$ cat src/rtl/qpi_gearbox_4x.sv
`default_nettype none
// ============================================================================
// Module   : qpi_gearbox_4x
// Purpose  : 4:1 QSPI pad gearbox: serializes one 1x-period PHY word onto
//            4x-rate pads, deserializes pad nibbles back, monitors sync cadence.
// Revision : 1.0 - initial release
// ============================================================================
module qpi_gearbox_4x #(
    parameter int   RD_DELAY = 4,
    parameter logic IDLE_CLK = 1'b0
) (
    input  logic        clk_4x_s,
    input  logic        rst,
    input  logic        sync_4x,
    input  logic [15:0] phy_io_o,
    input  logic [3:0]  phy_io_oe,
    input  logic [3:0]  phy_clk_o,
    input  logic        phy_cs_o,
    output logic [15:0] phy_io_i,
    output logic [3:0]  pad_io_o,
    output logic        pad_io_oe,
    input  logic [3:0]  pad_io_i,
    output logic        pad_clk,
    output logic        pad_cs_n,
    output logic        locked,
    output logic        sync_err
);

    localparam logic [0:0] ST_UNLOCK = 1'b0;
    localparam logic [0:0] ST_LOCKED = 1'b1;

    logic [0:0]  state;
    logic [1:0]  phase;

    // Slot 0 goes straight from the PHY inputs on the load edge, so only
    // slots 1..3 need holding.
    logic [11:0] hold_io;
    logic [2:0]  hold_oe;
    logic [2:0]  hold_clk;
    logic        hold_cs;

    // Only taps up to RD_DELAY are ever observed.
    logic [3:0]  rx_pipe [0:RD_DELAY];
    logic [15:0] rx_asm;

    logic        load_edge;
    logic        cad_err;
    logic [1:0]  next_phase;
    logic [3:0]  next_nib;
    logic        next_oe;
    logic        next_clk;

    assign load_edge  = (state == ST_LOCKED) && sync_4x && (phase == 2'd3);
    assign cad_err    = (state == ST_LOCKED) && (sync_4x != (phase == 2'd3));
    assign next_phase = phase + 2'd1;

    always_comb begin
        next_nib = hold_io[3:0];
        next_oe  = hold_oe[0];
        next_clk = hold_clk[0];
        case (next_phase)
            2'd1: begin
                next_nib = hold_io[11:8];
                next_oe  = hold_oe[2];
                next_clk = hold_clk[2];
            end
            2'd2: begin
                next_nib = hold_io[7:4];
                next_oe  = hold_oe[1];
                next_clk = hold_clk[1];
            end
            default: begin
                next_nib = hold_io[3:0];
                next_oe  = hold_oe[0];
                next_clk = hold_clk[0];
            end
        endcase
    end

    always_ff @(posedge clk_4x_s) begin
        if (rst) begin
            state     <= ST_UNLOCK;
            phase     <= 2'd0;
            hold_io   <= '0;
            hold_oe   <= '0;
            hold_clk  <= '0;
            hold_cs   <= 1'b0;
            rx_asm    <= '0;
            phy_io_i  <= '0;
            pad_io_o  <= '0;
            pad_io_oe <= 1'b0;
            pad_clk   <= IDLE_CLK;
            pad_cs_n  <= 1'b1;
            locked    <= 1'b0;
            sync_err  <= 1'b0;
            for (int i = 0; i <= RD_DELAY; i++) begin
                rx_pipe[i] <= '0;
            end
        end else begin
            sync_err   <= 1'b0;
            rx_pipe[0] <= pad_io_i;
            for (int i = 1; i <= RD_DELAY; i++) begin
                rx_pipe[i] <= rx_pipe[i-1];
            end
            rx_asm <= {rx_asm[11:0], rx_pipe[RD_DELAY]};

            if ((state == ST_UNLOCK && sync_4x) || load_edge) begin
                state     <= ST_LOCKED;
                locked    <= 1'b1;
                phase     <= 2'd0;
                hold_io   <= phy_io_o[11:0];
                hold_oe   <= phy_io_oe[2:0];
                hold_clk  <= phy_clk_o[2:0];
                hold_cs   <= phy_cs_o;
                pad_io_o  <= phy_io_o[15:12];
                pad_io_oe <= phy_io_oe[3];
                pad_clk   <= phy_clk_o[3];
                pad_cs_n  <= ~phy_cs_o;
                // The word completed in the previous period is handed over.
                if (load_edge) begin
                    phy_io_i <= rx_asm;
                end
            end else if (state == ST_UNLOCK || cad_err) begin
                state     <= ST_UNLOCK;
                locked    <= 1'b0;
                sync_err  <= cad_err;
                pad_io_o  <= '0;
                pad_io_oe <= 1'b0;
                pad_clk   <= IDLE_CLK;
                pad_cs_n  <= 1'b1;
            end else begin
                phase     <= next_phase;
                pad_io_o  <= next_nib;
                pad_io_oe <= next_oe;
                pad_clk   <= next_clk;
                pad_cs_n  <= ~hold_cs;
            end
        end
    end

endmodule
`default_nettype wire

$ cat config.mk
export PLATFORM = sky130hd
export DESIGN_NAME = qpi_gearbox_4x
export DESIGN_NICKNAME = d
export VERILOG_FILES = /design/src/rtl/qpi_gearbox_4x.sv
export SDC_FILE = /design/constraint.sdc
export NUM_CORES = 1
export LEC_CHECK = 0
export BUFFER_PORTS_ARGS = -buffer_cell sky130_fd_sc_hd__buf_2
export CORE_ASPECT_RATIO = 0.8
export CORE_UTILIZATION = 53
export DETAILED_ROUTE_END_ITERATION = 12
export HOLD_SLACK_MARGIN = 0.1
export PLACE_DENSITY_LB_ADDON = 0.25
export SLEW_MARGIN = 0
export SYNTH_ARGS = -nofsm -noshare
export SYNTH_HDL_FRONTEND = slang
export SYNTH_SLANG_ARGS = --single-unit
$ cat constraint.sdc
create_clock -name clk_4x_s -period 1.6 [get_ports clk_4x_s]
set_input_delay 0.08 -clock clk_4x_s [delete_from_list [all_inputs] [get_ports clk_4x_s]]
set_output_delay 0.08 -clock clk_4x_s [all_outputs]
set_load 0.01 [all_outputs]
## Word level (Yosys, flattened, before mapping)

Memory sizes are Yosys's and may differ from the RTL's. A register that Yosys moved wholly into a read port is not among the register bits.
Cells that the tools add are included.

| cells by class | value |
|---|---|
| $add $sub $neg | 1 |
| multiply operators | 0 |
| div/mod/pow operators | 0 |
| order comparisons | 0 |
| equal/unequal tests | 4 |
| shift operators | 0 |
| muxes and demuxes | 21 |
| bitwise logic cells | 9 |
| reductions and logical operators | 10 |

Operators with widths:

| operator | number |
|---|---|
| $mux 4 | 7 |
| $mux 1 | 11 |
| $pmux 4 s2 | 1 |
| $or 1x1->1 | 5 |
| $eq 2x2->1 const B | 2 |
| $logic_and 1x1->1 | 4 |
| $not 1->1 | 4 |
| $pmux 1 s2 | 2 |
| $reduce_or 3->1 | 1 |
| $add 2x1->2 const B | 1 |
| $eq 2x1->1 const B | 1 |
| $logic_or 1x1->1 | 2 |
| $reduce_and 2->1 | 1 |
| $reduce_bool 2->1 | 1 |
| $reduce_or 2->1 | 1 |
| $ne 1x1->1 | 1 |

| word-level totals | value |
|---|---|
| bits in registers | 62 |
| bits in latches | 0 |
| RAM bits | 20 |
| memory bits (read-only) | 0 |
| input bits | 32 |
| output and inout port bits | 25 |
| memories | 1 |

Memories:

| memory | depth | bits a word | read ports | clocked after memory_dff | wr ports | RTL line | text |
|---|---|---|---|---|---|---|---|
| rx_pipe | 5 | 4 | 5 | 1 | 5 | 43 | `logic [3:0] rx_pipe [0:RD_DELAY];` |

## Longest topological paths before layout

| depth | value |
|---|---|
| depth in word-level cells | 6 |
| depth in mapped cells | 6 |
| gate-level depth less buffers | 5 |

## Least setup slack after synthesis

OpenSTA, ideal clock, no wires.

| timing path | value |
|---|---|
| path type | reg2reg |
| start point | reg phase[0] |
| end point | reg phy_io_i[10] |
| library setup time | 0.132 ns |
| arrival | 1.161 ns |
| setup slack | 0.306 ns |
| stages on the path, launching flop included | 7 |
| clock period less this slack | 1.294 ns |
| cells stage by stage | dfxtp_1 -> ha_1 -> and3_1 -> buf_4 -> buf_4 -> nand2_1 -> a21oi_1 |

| between the ends | value |
|---|---|
| cells in the longest elaborated chain, start to end | 4 |

Ends and longest elaborated chain:

| element | RTL line | text |
|---|---|---|
| start, declared | 33 | `logic [1:0] phase;` |
| start signal, assigned | 132 | `phase <= next_phase;` |
| $eq 2x2->1 * | 53 | `assign load_edge = (state == ST_LOCKED) && sync_4x && (phase == 2'd3);` |
| $logic_and 1x1->1 * | 53 |  |
| $logic_or 1x1->1 | 107 | `if ((state == ST_UNLOCK && sync_4x) \|\| load_edge) begin` |
| $reduce_and 2->1 (no source line) * | - |  |
| end signal, assigned | 121 | `phy_io_i <= rx_asm;` |
| end, declared | 19 | `output logic [15:0] phy_io_i,` |

Every way passes the cells marked *; elsewhere a longest branch is shown, timed or not.
A chain may end at the register's enable or synchronous reset.

## Worst setup path in the final report

| timing path | value |
|---|---|
| start point | reg phase[0] |
| end point | reg pad_io_o[3] |

| between the ends | value |
|---|---|
| elaborated cells on any way between the ends | 12 |
| those cells by class | 1 x add/sub; 4 x eq/ne; 3 x mux; 4 x reduce/logical |

RTL lines:

| element | RTL line | text |
|---|---|---|
| $add 2x1->2 * | 55 | `assign next_phase = phase + 2'd1;` |
| named net next_phase[0] | 48 | `logic [1:0] next_phase;` |
| $eq 2x2->1 or $eq 2x1->1 (tied branches) | 61 | `case (next_phase)` |
| $pmux 4 s2 * | 61 |  |
| $mux 4 * | 123 | `end else if (state == ST_UNLOCK \|\| cad_err) begin` |
| $mux 4 * | 107 |  |
| end signal, assigned | 115 | `pad_io_o <= phy_io_o[15:12];` |
| end signal, assigned | 133 | `pad_io_o <= next_nib;` |
| end, declared | 20 | `output logic [3:0] pad_io_o,` |

Mark *: on every way through the listed nets, which the timed path passes. The rest lies on a longest branch.

==> results.py <==
metrics = {
    "drt": {
        "vias_per_cell": 5.10,
        "drtAntennaViolNets": 0,
        "drcViolationCount": 0,
        "first_iter_violations": 103,
        "routed_wl_um": 5580,
        "routedWlPerCell_um": 12.5,
        "dr_total_vias": 2271,
        "detailedRoute.firstPassIterationCount": 5,
    },
    "timing": {
        "finalCritPeriodShare_pct": 90.5,
        "fin_setup_tns_ns": 0,
        "hold_violations": 0,
        "max_slew_margin_pct": 62.4,
        "clock_skew_ns": 0.00846,
        "setup_violations": 0,
        "slew_viol_final": 0,
        "min_period_ns": 1.45,
        "rsz0062_at_grt": "no",
        "tightest_slew_ns": 0.563,
        "clock.fmax_mhz": 691,
    },
    "final_layout": {
        "diodes": 0,
        "area_growth_pct": 29.3,
        "drive_above_1_share_pct": 22.7,
        "layout_common_cells": "dfxtp_1, buf_2, a21oi_1",
        "final_common_cell": "dfxtp_1",
        "finalCoreUtilization_pct": 71.6,
        "fill_cells": 387,
        "fin_nets": 414,
    },
    "worst_setup_path": {
        "crit_family": "flip-flops",
        "end_kind": "register",
        "required_ns": 1.85,
        "cp_slowest_cell": "dfxtp_1",
        "crit_fanout": 7,
        "cp_num_buf_inv": 1,
        "path_class": "register to register",
        "startpoint_type": "register",
        "cp.arrival_ns": 1.70,
        "critical-path-max-stage-delay_ns": 0.38,
        "cp_cell_sequence": "inv_1 -> ha_1 -> nor2_1 -> a21oi_1 -> o32ai_1",
    },
    "clock_tree": {
        "cts_tree": "yes",
        "post-cts-setup-buffers": 0,
        "htreeDepth": 3,
        "clk_latency_ns": 0.35,
        "clock_sinks": 82,
        "cts-root-buf": "clkbuf_8",
        "clkTransAtPathRegs_ns": 0.08,
        "cts_buffers": 9,
        "clockBufferDepth": 2,
    },
    "synth": {
        "synth_top_area_cell": "dfxtp_1",
        "synth_cell_types": 24,
        "syn_area_per_cell_um2": 9.57,
        "synth-seq-area-share_pct": 58.5,
        "yosysTopAreaCellShare_pct": 58.5,
        "yosys_warnings": 0,
        "syn_nets": 328,
        "synth_area_um2": 2810,
        "synth_cells": 293,
        "synth_area_leaders": "dfxtp_1, nor2b_1, a21oi_1",
        "ys_seq_elements": 82,
    },
    "min_path": {
        "hold_path_class": "primary input to register",
    },
    "global_route": {
        "grt_pass1_wl_um": 9070,
        "grt_max_degree": 27,
        "antenna_found_initial": 0,
        "grt-ovfl-total": 0,
        "grt_usage_pct": 21.6,
        "grt_pass1_vias": 1999,
    },
    "power_and_ir_drop": {
        "power.net_switching_mw": 0.892,
        "clockPowerShare_pct": 34.8,
        "ir_drop_uv": 625,
        "p_leak_nw": 1.51,
        "p_int_mw": 2.92,
        "swShare_pct": 23.4,
        "seqPwrFrac_pct": 56.0,
        "power_density_nw_per_um2": 1050,
        "power_frac_comb_pct": 9.3,
    },
    "die": {
        "die_y_um": 67.1,
        "start_util_pct": 55.4,
        "num_rows": 23,
        "die_area_um2": 5590,
        "die_w_um": 83.3,
        "core_um2": 5060,
        "io_pins": 57,
    },
    "run_status": {
        "status": "complete, no violations",
    },
    "place": {
        "dp_hpwl_um": 3490,
        "routabilityCongestion": 0.825,
        "portBuffers": 56,
    },
    "job": {
        "max-cap-violations": 0,
    },
}
[cells by family (layout without fill, tap and decap cells)]
kind of cell / Yosys count / in the layout / synth area share, %
AOI/OAI and AO/OA: 75 / 75 / 15.6
xor gates and xnor gates: 2 / 2 / 0.892
adders and majority gates: 3 / 3 / 1.34
buffers and inverters: 30 / 120 / 4.91
DFF: 82 / 82 / 58.5
and+or+nand+nor: 101 / 101 / 18.7
[sequential cells by signal (all words and copies together), names as in the netlist, 2 cells and up]
name      count
phase         2
hold_oe       3
hold_clk      3
rx_pipe      20
phy_io_i     16
rx_asm       16
hold_io      12
pad_io_o      4
[cell usage after synthesis]
cell,number
nor2b_1,38
clkbuf_1,9
a22o_1,6
xnor2_1,1
ha_1,3
nand2_2,1
xnor2_2,1
dfxtp_1,82
buf_2,8
a21oi_1,41
nand2_1,34
a21o_1,1
o32ai_1,6
o31ai_2,2
o21ai_0,19
nand2b_1,2
nand3b_1,1
and3_1,1
nor3b_1,1
nand3_1,20
inv_1,9
nor3b_2,1
buf_4,4
nor2_1,2
[path summary, 6_finish.rpt]
path / startpoint / end / slack [ns] / cells after the start
worst min register to register: rx_pipe[1][3] / rx_pipe[2][3] / 0.43 / 1
worst min-delay path: rst / state / 0.16 / 2
worst max-delay path: phase[0] / pad_io_o[3] / 0.15 / 5
worst max register to register: phase[0] / pad_io_o[3] / 0.15 / 5
[per-layer routing]
metal	wire length, um	global-route usage (%)	up-vias
met4	57	8.84	0
li1	-	-	1150
met3	379	9.29	6
met1	2650	25.5	1041
met5	0	0	-
met2	2500	34.7	74
[repair_timing]
action,4_1_cts,5_1_grt
endpoints found under the hold margin,31,0
setup endpoints to repair,0,1
hold buffers,30,0
gates resized for setup,0,1
[power groups by stage]
stage               combinational (mW)  clock, mW  sequential (mW)
global route                     0.388       1.44             2.14
detailed placement               0.291          0             2.18
floorplan                        0.186          0             2.17
global placement                 0.285          0             2.18
CTS                              0.347       1.37             2.13
finish                           0.353       1.32             2.13
[through the flow]
step           setup slack [ns]  instances  area, um2  hold WS, ns  total power, mW
2_1_floorplan             0.306        293       2810        0.208             2.36
3_3_place_gp              0.228        400       3150        0.289             2.46
5_1_grt                0.000465        445       3630        0.170             3.97
6_report                  0.152        445       3630        0.163             3.81
4_1_cts                   0.125        445       3620        0.148             3.85
3_5_place_dp              0.135        400       3150        0.294             2.47
[cell type report]
type | instances | area, um2 | area share [%]
Sequential cell | 82 | 1640 | 45.3
Multi-Input combinational cell | 181 | 1030 | 28.4
Timing Repair Buffer | 96 | 668 | 18.4
Clock buffer | 11 | 151 | 4.17
Tap cell | 62 | 77.6 | 2.14
Inverter | 9 | 33.8 | 0.931
Clock inverter | 4 | 26.3 | 0.724
(Power assumes the default switching activity.)
